File: src/rtl/bus_regfile_pkg.sv
// Shared constants and helpers for the bus register file.
// Optional decrement support is enabled by defining BUS_REGFILE_DEC_EN.
package bus_regfile_pkg;
  localparam int DEF_WIDTH    = 16;
  localparam int DEF_NUM_REGS = 8;
  localparam int ALU_A_IDX    = 0;
  localparam int ALU_B_IDX    = 1;

  function automatic int sel_w(input int n);
    return (n < 2) ? 1 : $clog2(n);
  endfunction
endpackage

File: src/rtl/bus_regfile_if.sv
// Bus, handshake and status signals of bus_regfile grouped for port use.
// DEC_EN exists only when BUS_REGFILE_DEC_EN is defined.
interface bus_regfile_if
  import bus_regfile_pkg::*;
#(
  parameter int WIDTH    = DEF_WIDTH,
  parameter int NUM_REGS = DEF_NUM_REGS
);
  localparam int SELW = sel_w(NUM_REGS);

  logic [WIDTH-1:0]    BUS_IN;
  logic [WIDTH-1:0]    BUS_OUT;
  logic                BUS_DRIVE;
  logic                RD_EN;
  logic [SELW-1:0]     RD_SEL;
  logic                WR_EN;
  logic [SELW-1:0]     WR_SEL;
  logic [NUM_REGS-1:0] CNT_EN;
`ifdef BUS_REGFILE_DEC_EN
  logic [NUM_REGS-1:0] DEC_EN;
`endif
  logic [WIDTH-1:0]    ALU_A;
  logic [WIDTH-1:0]    ALU_B;
  logic [WIDTH-1:0]    OUT_DATA;
  logic                OUT_VALID;
  logic                OUT_READY;
  logic                SEL_ERR;
  logic                OUT_OVERRUN;

  modport slave (
`ifdef BUS_REGFILE_DEC_EN
    input  DEC_EN,
`endif
    input  BUS_IN, RD_EN, RD_SEL, WR_EN, WR_SEL, CNT_EN, OUT_READY,
    output BUS_OUT, BUS_DRIVE, ALU_A, ALU_B, OUT_DATA, OUT_VALID,
           SEL_ERR, OUT_OVERRUN
  );

  modport master (
`ifdef BUS_REGFILE_DEC_EN
    output DEC_EN,
`endif
    output BUS_IN, RD_EN, RD_SEL, WR_EN, WR_SEL, CNT_EN, OUT_READY,
    input  BUS_OUT, BUS_DRIVE, ALU_A, ALU_B, OUT_DATA, OUT_VALID,
           SEL_ERR, OUT_OVERRUN
  );
endinterface

File: src/rtl/bus_reg_cell.sv
// One register: load has priority over count; with BUS_REGFILE_DEC_EN,
// simultaneous increment and decrement cancel out.
module bus_reg_cell #(
  parameter int WIDTH = 16
) (
  input  logic             clk_i,
  input  logic             rst_i,
  input  logic             ld_i,
  input  logic [WIDTH-1:0] ld_data_i,
  input  logic             inc_i,
`ifdef BUS_REGFILE_DEC_EN
  input  logic             dec_i,
`endif
  output logic [WIDTH-1:0] q_o
);
  logic [WIDTH-1:0] val_q, val_d;

  always_comb begin
    val_d = val_q;
    if (ld_i) begin
      val_d = ld_data_i;
`ifdef BUS_REGFILE_DEC_EN
    end else if (inc_i && !dec_i) begin
      val_d = val_q + WIDTH'(1);
    end else if (dec_i && !inc_i) begin
      val_d = val_q - WIDTH'(1);
`else
    end else if (inc_i) begin
      val_d = val_q + WIDTH'(1);
`endif
    end
  end

  always_ff @(posedge clk_i or posedge rst_i) begin
    if (rst_i) val_q <= '0;
    else       val_q <= val_d;
  end

  assign q_o = val_q;
endmodule

File: src/rtl/bus_regfile.sv
// Register file on a shared bus: combinational read, registered load/count,
// output-register handshake and sticky error flags. Macro: BUS_REGFILE_DEC_EN.
module bus_regfile
  import bus_regfile_pkg::*;
#(
  parameter int WIDTH    = DEF_WIDTH,
  parameter int NUM_REGS = DEF_NUM_REGS,
  parameter int OUT_IDX  = NUM_REGS - 1
) (
  input  logic          CLK,
  input  logic          RST,
  bus_regfile_if.slave  bus
);
  localparam int              SELW    = sel_w(NUM_REGS);
  localparam logic [SELW:0]   NREGS   = (SELW+1)'(NUM_REGS);
  localparam logic [SELW-1:0] OUT_SEL = SELW'(OUT_IDX);

  logic [NUM_REGS-1:0][WIDTH-1:0] regs;
  logic [WIDTH-1:0]               rd_data;
  logic rd_ok, wr_ok, wr_out;
  logic out_valid_q, out_valid_d;
  logic sel_err_q, sel_err_d;
  logic ovr_q, ovr_d;

  assign rd_ok  = {1'b0, bus.RD_SEL} < NREGS;
  assign wr_ok  = {1'b0, bus.WR_SEL} < NREGS;
  assign wr_out = bus.WR_EN && (bus.WR_SEL == OUT_SEL);

  for (genvar g = 0; g < NUM_REGS; g++) begin : g_cell
    logic ld;
    assign ld = bus.WR_EN && (bus.WR_SEL == SELW'(g));
    bus_reg_cell #(.WIDTH(WIDTH)) u_cell (
      .clk_i     (CLK),
      .rst_i     (RST),
      .ld_i      (ld),
      .ld_data_i (bus.BUS_IN),
      .inc_i     (bus.CNT_EN[g]),
`ifdef BUS_REGFILE_DEC_EN
      .dec_i     (bus.DEC_EN[g]),
`endif
      .q_o       (regs[g])
    );
  end

  // Loop mux: out-of-range selects match no entry and read as zero.
  always_comb begin
    rd_data = '0;
    for (int i = 0; i < NUM_REGS; i++)
      if (bus.RD_SEL == SELW'(i)) rd_data = regs[i];
  end

  always_comb begin
    out_valid_d = out_valid_q;
    ovr_d       = ovr_q;
    sel_err_d   = sel_err_q;
    if (wr_out) begin
      out_valid_d = 1'b1;
      if (out_valid_q && !bus.OUT_READY) ovr_d = 1'b1;
    end else if (out_valid_q && bus.OUT_READY) begin
      out_valid_d = 1'b0;
    end
    if ((bus.RD_EN && !rd_ok) || (bus.WR_EN && !wr_ok)) sel_err_d = 1'b1;
  end

  always_ff @(posedge CLK or posedge RST) begin
    if (RST) begin
      out_valid_q <= 1'b0;
      sel_err_q   <= 1'b0;
      ovr_q       <= 1'b0;
    end else begin
      out_valid_q <= out_valid_d;
      sel_err_q   <= sel_err_d;
      ovr_q       <= ovr_d;
    end
  end

  assign bus.BUS_DRIVE   = bus.RD_EN;
  assign bus.BUS_OUT     = (bus.RD_EN && rd_ok) ? rd_data : '0;
  assign bus.ALU_A       = regs[ALU_A_IDX];
  assign bus.ALU_B       = regs[ALU_B_IDX];
  assign bus.OUT_DATA    = regs[OUT_IDX];
  assign bus.OUT_VALID   = out_valid_q;
  assign bus.SEL_ERR     = sel_err_q;
  assign bus.OUT_OVERRUN = ovr_q;
endmodule
File: src/flat_wrapper.sv
// flat-port wrapper written by rule: the top's interface ports become plain ports
module bus_regfile_flat import bus_regfile_pkg::*;
#(
  parameter int WIDTH    = DEF_WIDTH,
  parameter int NUM_REGS = DEF_NUM_REGS,
  parameter int OUT_IDX  = NUM_REGS - 1
)
  (CLK, RST, bus_BUS_IN, bus_RD_EN, bus_RD_SEL, bus_WR_EN, bus_WR_SEL, bus_CNT_EN, bus_OUT_READY, bus_BUS_OUT, bus_BUS_DRIVE, bus_ALU_A, bus_ALU_B, bus_OUT_DATA, bus_OUT_VALID, bus_SEL_ERR, bus_OUT_OVERRUN);
  bus_regfile_if #(.WIDTH(WIDTH), .NUM_REGS(NUM_REGS)) bus_i ();
  input  logic CLK;
  input  logic RST;
  input wire logic [$bits(bus_i.BUS_IN)-1:0] bus_BUS_IN;
  input wire logic [$bits(bus_i.RD_EN)-1:0] bus_RD_EN;
  input wire logic [$bits(bus_i.RD_SEL)-1:0] bus_RD_SEL;
  input wire logic [$bits(bus_i.WR_EN)-1:0] bus_WR_EN;
  input wire logic [$bits(bus_i.WR_SEL)-1:0] bus_WR_SEL;
  input wire logic [$bits(bus_i.CNT_EN)-1:0] bus_CNT_EN;
  input wire logic [$bits(bus_i.OUT_READY)-1:0] bus_OUT_READY;
  output wire logic [$bits(bus_i.BUS_OUT)-1:0] bus_BUS_OUT;
  output wire logic [$bits(bus_i.BUS_DRIVE)-1:0] bus_BUS_DRIVE;
  output wire logic [$bits(bus_i.ALU_A)-1:0] bus_ALU_A;
  output wire logic [$bits(bus_i.ALU_B)-1:0] bus_ALU_B;
  output wire logic [$bits(bus_i.OUT_DATA)-1:0] bus_OUT_DATA;
  output wire logic [$bits(bus_i.OUT_VALID)-1:0] bus_OUT_VALID;
  output wire logic [$bits(bus_i.SEL_ERR)-1:0] bus_SEL_ERR;
  output wire logic [$bits(bus_i.OUT_OVERRUN)-1:0] bus_OUT_OVERRUN;
  assign bus_i.BUS_IN = bus_BUS_IN;
  assign bus_i.RD_EN = bus_RD_EN;
  assign bus_i.RD_SEL = bus_RD_SEL;
  assign bus_i.WR_EN = bus_WR_EN;
  assign bus_i.WR_SEL = bus_WR_SEL;
  assign bus_i.CNT_EN = bus_CNT_EN;
  assign bus_i.OUT_READY = bus_OUT_READY;
  assign bus_BUS_OUT = bus_i.BUS_OUT;
  assign bus_BUS_DRIVE = bus_i.BUS_DRIVE;
  assign bus_ALU_A = bus_i.ALU_A;
  assign bus_ALU_B = bus_i.ALU_B;
  assign bus_OUT_DATA = bus_i.OUT_DATA;
  assign bus_OUT_VALID = bus_i.OUT_VALID;
  assign bus_SEL_ERR = bus_i.SEL_ERR;
  assign bus_OUT_OVERRUN = bus_i.OUT_OVERRUN;
  bus_regfile #(.WIDTH(WIDTH), .NUM_REGS(NUM_REGS), .OUT_IDX(OUT_IDX)) u_core (.CLK(CLK), .RST(RST), .bus(bus_i));
endmodule
File: config.mk
export PLATFORM = sky130hd
export DESIGN_NAME = bus_regfile_flat
export DESIGN_NICKNAME = d
export VERILOG_FILES = /design/src/rtl/bus_regfile_pkg.sv /design/src/rtl/bus_regfile_if.sv /design/src/rtl/bus_reg_cell.sv /design/src/rtl/bus_regfile.sv /design/src/flat_wrapper.sv
export SDC_FILE = /design/constraint.sdc
export NUM_CORES = 1
export LEC_CHECK = 0
export CAP_MARGIN = 10
export CORE_ASPECT_RATIO = 0.8
export CORE_MARGIN = 4
export CORE_UTILIZATION = 55
export CTS_BUF_LIST = sky130_fd_sc_hd__clkbuf_2 sky130_fd_sc_hd__clkbuf_4 sky130_fd_sc_hd__clkbuf_8
export DETAILED_ROUTE_END_ITERATION = 12
export GPL_ROUTABILITY_DRIVEN = 0
export PLACE_DENSITY = 0.79
export SLEW_MARGIN = 30
export SYNTH_ARGS = -nofsm -noshare
export SYNTH_HDL_FRONTEND = slang
export SYNTH_SLANG_ARGS = --single-unit
File: constraint.sdc
create_clock -name CLK -period 5.06 [get_ports CLK]
set_clock_uncertainty 0.15 [all_clocks]
set_input_delay 1.012 -clock CLK [delete_from_list [all_inputs] [get_ports CLK]]
set_output_delay 1.012 -clock CLK [all_outputs]
set_load 0.03 [all_outputs]
# Yosys cells after proc, flatten, opt, wreduce, memory -nomap -nowiden
# Cells that the tools add are included.
# op_classes
add_sub_neg,8
n_eq_ne,14
n_mux,27
reduce_logical,23
# ops
operator,n
$mux W16,25
$add A16 B1 Y16 const B,8
$eq A3 B3 Y1 const B,8
$reduce_bool A2 Y1,9
$eq A3 B2 Y1 const B,4
$logic_and A1 B1 Y1,10
$eq A3 B1 Y1 const B,2
$logic_not A3 Y1,2
$mux W1,2
$reduce_and A2 Y1,1
$logic_not A1 Y1,1
# totals
ff_bits,130
word_cells,82

# Longest topological paths before layout
# Gate-level depths: netlist (run 1).
# depth
depth_word,10
mapped_depth,7
depth_no_buf,5

# By module
# From an unflattened synthesis (run 1), not the netlist that was laid out.
# hier_totals
hier_cells,1012
area_unflattened_um2,8883.5
# modules_own_cells
module,n_inst,cells_each,area_each_um2,seq_area_each_um2
bus_reg_cell,8,101,917.1,400.4
bus_regfile,1,204,1546.5,50.0

# Worst setup path after synthesis (run 1)
# OpenSTA, ideal clock, no wires.
# synth_path
path_type,input-to-output
startpoint,input port bus_RD_SEL[0]
endpoint,output port bus_BUS_OUT[5]
t_arrival_ns,2.717
required_ns,3.898
path_slack_ns,1.181
cell_stages,7
path_buffers,3
cell_sequence,buf_2 > buf_2 > buf_2 > nor2_1 > a21oi_1 > o22ai_1 > a211oi_1
# synth_via
elab_chain_len,10
elab_cells_between_ends,17
# synth_lines
element,line,source
"start, declared",flat_wrapper.sv:14,input wire logic [$bits(bus_i.RD_SEL)-1:0] bus_RD_SEL;
$logic_not A3 Y1,bus_regfile.sv:49,if (bus.RD_SEL == SELW'(i)) rd_data = regs[i];
$mux W16 (7 in a row),bus_regfile.sv:49,
$mux W16 *,bus_regfile.sv:49,
$mux W16 *,bus_regfile.sv:78,assign bus.BUS_OUT = (bus.RD_EN && rd_ok) ? rd_data : '0;
"end, declared",flat_wrapper.sv:19,output wire logic [$bits(bus_i.BUS_OUT)-1:0] bus_BUS_OUT;
# Mark *: on every way between the ends. The rest lies on a longest branch, timed or not.

# Worst setup path in the final report (run 1)
# layout_path
startpoint,input port bus_RD_SEL[2]
endpoint,output port bus_BUS_OUT[2]
# Same word-level chain as after synthesis.

==> results_dict.tcl, run 1 <==
set metrics [dict create \
    layout_stage_area_growth_over_the_synthesis_result_pct 17.6 \
    cts.root.buffer_cell "sky130_fd_sc_hd__clkbuf_8" \
    die_h_um 119 \
    grt_util_met2_pct 48.2 \
    layout_worst_path_cycle_share_pct 90.9 \
    crit_path_end_kind "output pin" \
    start_util_pct 56.0 \
    drc 0 \
    die_w_um 146 \
    slew_viol_final 0 \
    routed_via_density 6.52 \
    worstSkewPairLatency_ns 0.47 \
    worstPathMaxFanout 13 \
    synth_xor_area_share_pct 10.3 \
    postLayoutCellArea_mm2 0.00988 \
    clock_path_buffers 2 \
    top_level_ports 103 \
    buffer_ports.inserted 101 \
    grt_antenna_before_repair 1 \
    utilization_pct 65.8 \
    clkSinkCount 130 \
    max-vdd-ir-drop_uv 323 \
    layout.cells.most_common "sky130_fd_sc_hd__nand2_1" \
    synthesis.instances 982 \
    power.static_leakage_nw 3.57 \
    worstMarginPinSlew_ns 0.889 \
    data_arrival_critical_path_ns 3.44 \
    syn_area_mm2 0.00840 \
    max_slew_margin_pct 40.8 \
    path_class "in -> out" \
    min_to "u_core.bus.OUT_OVERRUN" \
    synth_enable_flop_cells 0 \
    postCtsHoldBufs 0 \
    final_hold_viol_count 0 \
    design.die.area_mm2 0.0173 \
    min_path_cells 1 \
    fin_crit_ns 4.60 \
    power_mw 4.82 \
    drt-pass1-iter-count 6 \
    detailed_place.area_mm2 0.00938 \
    post_synthesis_sequential_area_ratio_pct 38.7 \
    register_area_mm2 0.00325 \
    max_cap_violations 0 \
    num_rows 40 \
    timing.critical_path.from_type "primary input" \
    rrSetupSlack_ns 2.91 \
    setup_repair_after_global_routing_missed_its_margin "no" \
    share_of_final_layout_standard_cells_stronger_than_drive_strength_1_pct 8.79 \
    min-delay-start "u_core.bus.OUT_OVERRUN" \
    finalWirelength_um 28400 \
    cts.clk_slew.worst_paths_ns 0.08 \
    gr_ovfl_total 0 \
    mostFrequentLayoutCells "sky130_fd_sc_hd__nand2_1, sky130_fd_sc_hd__dfrtp_1, sky130_fd_sc_hd__o21ai_0, sky130_fd_sc_hd__clkdlybuf4s50_1, sky130_fd_sc_hd__xnor2_1" \
    synth_top_family_by_area "simple AND/OR/NAND/NOR gates" \
    cts-resized-gates 0 \
    post_synth_fa_ha_maj_area_fraction_pct 1.19 \
    postSynthAreaPerCell_um2 8.56 \
    post_synth_net_total 1025 \
    worstPathRequired_ns 3.90 \
    final_antenna_diode_count 0 \
    synth_compound_gate_area_share_pct 13.0 \
    synthFlopType "sky130_fd_sc_hd__dfrtp_1" \
    yosys.area_share.simple_pct 24.7 \
    multi_input_comb_area_mm2 0.00475 \
    detail_route.wl_per_cell_um 23.0 \
    crit-reg2reg-launch "u_core.g_cell[7].u_cell.q_o[1]" \
    fmax_ghz 0.217 \
    grt_max_degree 76 \
    detailedRoute.firstIterationViolations 1020 \
    number_of_distinct_library_cell_variants_in_the_gate_level_netlist_after_synthesis 57 \
    drtAntennaViolNets 0 \
    layout_net_count 1077 \
    hold_class "reg -> reg" \
    grt_pass1_vias 7516 \
    multiplexer_area_fraction_after_synthesis_pct 7.03 \
    globalRouteTotalUtil_pct 33.3 \
    reg2reg_depth 5 \
    postCtsSetupRepairBufs 0 \
    hold-worst-slack_ns 0.338 \
    global_route.usage.met3_pct 10.1 \
    use_met1_pct 46.9 \
    via_count_of_the_routed_design 8061 \
    status "finished clean" \
    fillCellCount 1239 \
    dp.final_hpwl_um 20000 \
    core_region_area_mm2 0.0150 \
    rr_endpoint "u_core.g_cell[7].u_cell.q_o[12]" \
    global_route_wire_length_before_repair_um 44200 \
    grt.busiest_layer "met2" \
    setup_viol 0 \
    synth-async-reset-ratio_pct 100 \
    ys_warn_count 0 \
    power_per_cell_area_mw_per_mm2 488 \
    timing.setup.tns_ns 0 \
    cts.htree.levels 4 \
    cts_tree "yes" \
    postSynthRegisterBits 130 \
    total_clock_buffers_created_by_cts 17 \
]
[worst max path at each step]
stage | start | endpoint | cells after the start
2_1_floorplan | RST | u_core.bus.OUT_OVERRUN | 1
3_3_place_gp | bus_RD_SEL[2] | bus_BUS_OUT[5] | 5
3_5_place_dp | bus_RD_SEL[2] | bus_BUS_OUT[2] | 5
4_1_cts | bus_RD_SEL[2] | bus_BUS_OUT[2] | 5
5_1_grt | bus_RD_SEL[2] | bus_BUS_OUT[2] | 5
6_report | bus_RD_SEL[2] | bus_BUS_OUT[2] | 5
[synthesized netlist by cell type, drive strengths merged (25+ instances only)]
| master | count | area, µm² |
|---|---|---|
| xnor2 | 69 | 604 |
| nor2 | 48 | 180 |
| nand3 | 47 | 240 |
| xor2 | 30 | 263 |
| o21ai | 123 | 616 |
| nand2 | 176 | 661 |
| nand4 | 43 | 290 |
| nor4 | 25 | 156 |
| dfrtp | 130 | 3250 |
| nor3 | 31 | 155 |
| buf | 34 | 191 |
| clkbuf | 42 | 158 |
[metal layers]
layer | wire length [µm] | up-vias
met3 | 3720 | 84
met5 | 13 | -
met4 | 1060 | 2
li1 | - | 3596
met1 | 11500 | 3869
met2 | 12200 | 510
[worst max-delay path: stages]
cell and delay [ns]:
sky130_fd_sc_hd__clkdlybuf4s50_1 0.65, sky130_fd_sc_hd__nand3_1 0.47, sky130_fd_sc_hd__o21ai_0 0.17, sky130_fd_sc_hd__a211oi_1 0.38, sky130_fd_sc_hd__clkdlybuf4s50_1 0.75
[cells by family after synthesis]
family	count (synthesis)
AND/OR/NAND/NOR	421
AO/OA/AOI/OAI	187
flip-flops	130
XOR/XNOR	99
buffers and inverters	96
multiplexers	40
adder cells (fa/ha/maj)	8
other	1
[stage by stage]
stage	worst slack [ns]	instances
floorplan	0.429	982
global placement	0.652	1204
detailed placement	0.557	1204
CTS	0.541	1236
global route	0.426	1236
finish	0.459	1236
[power breakdown]
group | switching (mW) | internal (mW) | total, mW
clock | 0.455 | 0.670 | 1.12
sequential | 0.727 | 1.36 | 2.09
combinational | 0.873 | 0.734 | 1.61
[state kept, by name, indices dropped and copies added, names as in the netlist]
signal / flops
u_core.g_cell.u_cell.q_o: 128
u_core.bus.OUT_OVERRUN: 1
u_core.bus.OUT_VALID: 1
[area by class of cell]
| type | instances | share of cell area, % |
|---|---|---|
| multi-input cells | 756 | 48.1 |
| flip-flops and latches | 130 | 32.9 |
| repair buffers | 109 | 10.7 |
| clock buffers | 20 | 2.72 |
| well taps | 189 | 2.39 |
| clock inverters | 12 | 2.31 |
| inverters | 20 | 0.785 |
Power figures use the tool's default switching activity.
==> run 2, diff against run 1 <==
- CTS_CLUSTER_DIAMETER: not set -> 40
- DONT_BUFFER_PORTS: not set -> 1
- PLACE_DENSITY: 0.79 -> 0.7
==> run 2 against run 1 <==
  * Clock-buffer cell count rose by 2
  * Combinational power fell by 38%
  * Clock power fell by 21%
  * Largest power group unchanged
  * Critical path depth fell by 1
  * Fmax rose by 35%
==> results_dict.tcl, run 2 (same netlist as run 1, synthesis figures left out) <==
set metrics [dict create \
    layout_net_count 980 \
    critical_path.n_buffers_inverters 1 \
    crit_path_end "bus_BUS_OUT[3]" \
    setup_viol 0 \
    final_antenna_diode_count 0 \
    dp.final_hpwl_um 18900 \
    worstSkewPairLatency_ns 0.46 \
    hold_class "in -> async" \
    slew_viol_final 0 \
    setup_repair_after_global_routing_missed_its_margin "no" \
    globalRouteTotalUtil_pct 31.6 \
    final_hold_viol_count 0 \
    data_arrival_critical_path_ns 2.25 \
    reg2reg_depth 5 \
    mostFrequentLayoutCells "sky130_fd_sc_hd__nand2_1, sky130_fd_sc_hd__dfrtp_1, sky130_fd_sc_hd__o21ai_0, sky130_fd_sc_hd__xnor2_1, sky130_fd_sc_hd__nor2_1" \
    cpMaxStageDelayCell "sky130_fd_sc_hd__dfrtp_1" \
    cts.htree.levels 4 \
    layout_stage_area_growth_over_the_synthesis_result_pct 4.68 \
    timing.critical_path.from_type "flip-flop" \
    rr_endpoint "u_core.g_cell[7].u_cell.q_o[14]" \
    crit-reg2reg-launch "u_core.g_cell[7].u_cell.q_o[1]" \
    cts.root.buffer_cell "sky130_fd_sc_hd__clkbuf_8" \
    buffer_ports.inserted 0 \
    layout_worst_path_cycle_share_pct 67.4 \
    largest_register_ffs 128 \
    worstPathRequired_ns 3.90 \
    cts_tree "yes" \
    via_count_of_the_routed_design 7509 \
    global_route_wire_length_before_repair_um 41500 \
    utilization_pct 58.6 \
    cpPeakStageDelay_ns 0.72 \
    max-vdd-ir-drop_uv 435 \
    fin_crit_ns 3.41 \
    total_clock_buffers_created_by_cts 17 \
    critPathTopFamily "flip-flops" \
    num_rows 40 \
    status "finished clean" \
    power.static_leakage_nw 3.15 \
    postCtsSetupRepairBufs 0 \
    detail_route.wl_per_cell_um 23.7 \
    clock_path_buffers 2 \
    worstPathMaxFanout 7 \
    timing.setup.tns_ns 0 \
    die_w_um 146 \
    cts-resized-gates 0 \
    grt_max_degree 99 \
    crit_chain "mux4_2 -> nor2_1 -> a211oi_1 -> buf_4" \
    timing.critical_path.from "u_core.g_cell[1].u_cell.q_o[3]" \
    drt-pass1-iter-count 5 \
    detailedRoute.firstIterationViolations 1000 \
    cts.clk_slew.worst_paths_ns 0.08 \
    routed_via_density 6.59 \
    grt_pass1_vias 6719 \
    postCtsHoldBufs 0 \
    clkSinkCount 130 \
    worstMarginPinSlew_ns 0.868 \
    finalWirelength_um 27000 \
    share_of_final_layout_standard_cells_stronger_than_drive_strength_1_pct 9.26 \
    core_region_area_mm2 0.0150 \
    max_slew_margin_pct 42.1 \
    power_per_cell_area_mw_per_mm2 476 \
    drc 0 \
    gr_ovfl_total 0 \
    rrSetupSlack_ns 2.73 \
    crit_path_end_kind "output pin" \
    die_h_um 119 \
    max_cap_violations 0 \
    layout.cells.most_common "sky130_fd_sc_hd__nand2_1" \
    drtAntennaViolNets 0 \
    start_util_pct 56.0 \
    critical_path_depth_in_cells 4 \
    path_class "reg -> out" \
    fmax_ghz 0.293 \
    grt_antenna_before_repair 0 \
    design.die.area_mm2 0.0173 \
    top_level_ports 103 \
]
==> run 2: area by class of cell <==
| class | count | area [µm²] |
|---|---|---|
| Timing Repair Buffer | 12 | 90.1 |
| Fill cell | 1329 | 6220 |
| Tap cell | 189 | 236 |
| Clock inverter | 10 | 82.6 |
| Multi-Input combinational cell | 756 | 4750 |
| Clock buffer | 22 | 297 |
| Inverter | 20 | 82.6 |
| Sequential cell | 130 | 3250 |
==> run 2: worst min path at each step <==
stage	from	endpoint	slack (ns)	cells past startpoint
floorplan	u_core.g_cell[4].u_cell.q_o[15]	u_core.g_cell[4].u_cell.q_o[15]	0.39	2
global placement	u_core.g_cell[4].u_cell.q_o[15]	u_core.g_cell[4].u_cell.q_o[15]	0.42	2
detailed placement	u_core.g_cell[4].u_cell.q_o[15]	u_core.g_cell[4].u_cell.q_o[15]	0.42	2
CTS	u_core.g_cell[4].u_cell.q_o[15]	u_core.g_cell[4].u_cell.q_o[15]	0.44	2
global route	RST	u_core.g_cell[1].u_cell.q_o[8]	0.42	1
finish	RST	u_core.g_cell[1].u_cell.q_o[7]	0.37	1
==> run 2: through the flow <==
stage | setup WS [ns] | hold WS (ns) | cell area, µm² | power [mW] | instances
after detailed placement | 1.72 | 0.424 | 8410 | 3.28 | 1107
after global placement | 1.70 | 0.425 | 8410 | 3.24 | 1107
after CTS | 1.69 | 0.440 | 8790 | 4.15 | 1139
after floorplan | 0.429 | 0.389 | 8400 | 2.88 | 982
final | 1.65 | 0.374 | 8790 | 4.18 | 1139
after global routing | 1.59 | 0.417 | 8790 | 4.41 | 1139
==> run 2: routing by layer <==
layer	vias to the layer above	track usage, %	part of all wire [%]
met5	-	0	0
met1	3580	46.2	42
met4	0	10.8	3.4
met3	69	11.8	13
met2	461	42.8	41
li1	3399	-	-
==> run 2: worst reg2reg max path: stages (launching register included) <==
cell and delay [ns]:
sky130_fd_sc_hd__dfrtp_1 0.71, sky130_fd_sc_hd__ha_1 0.28, sky130_fd_sc_hd__nand2_1 0.14, sky130_fd_sc_hd__or3_4 0.44, sky130_fd_sc_hd__or4_1 0.47, sky130_fd_sc_hd__nand3_1 0.09
==> run 2: power by group <==
part | switching [mW] | total [mW] | internal, mW
clock network | 0.441 | 0.881 | 0.440
registers | 0.950 | 2.31 | 1.36
logic | 0.499 | 0.997 | 0.498
total | 1.89 | 4.18 | 2.29
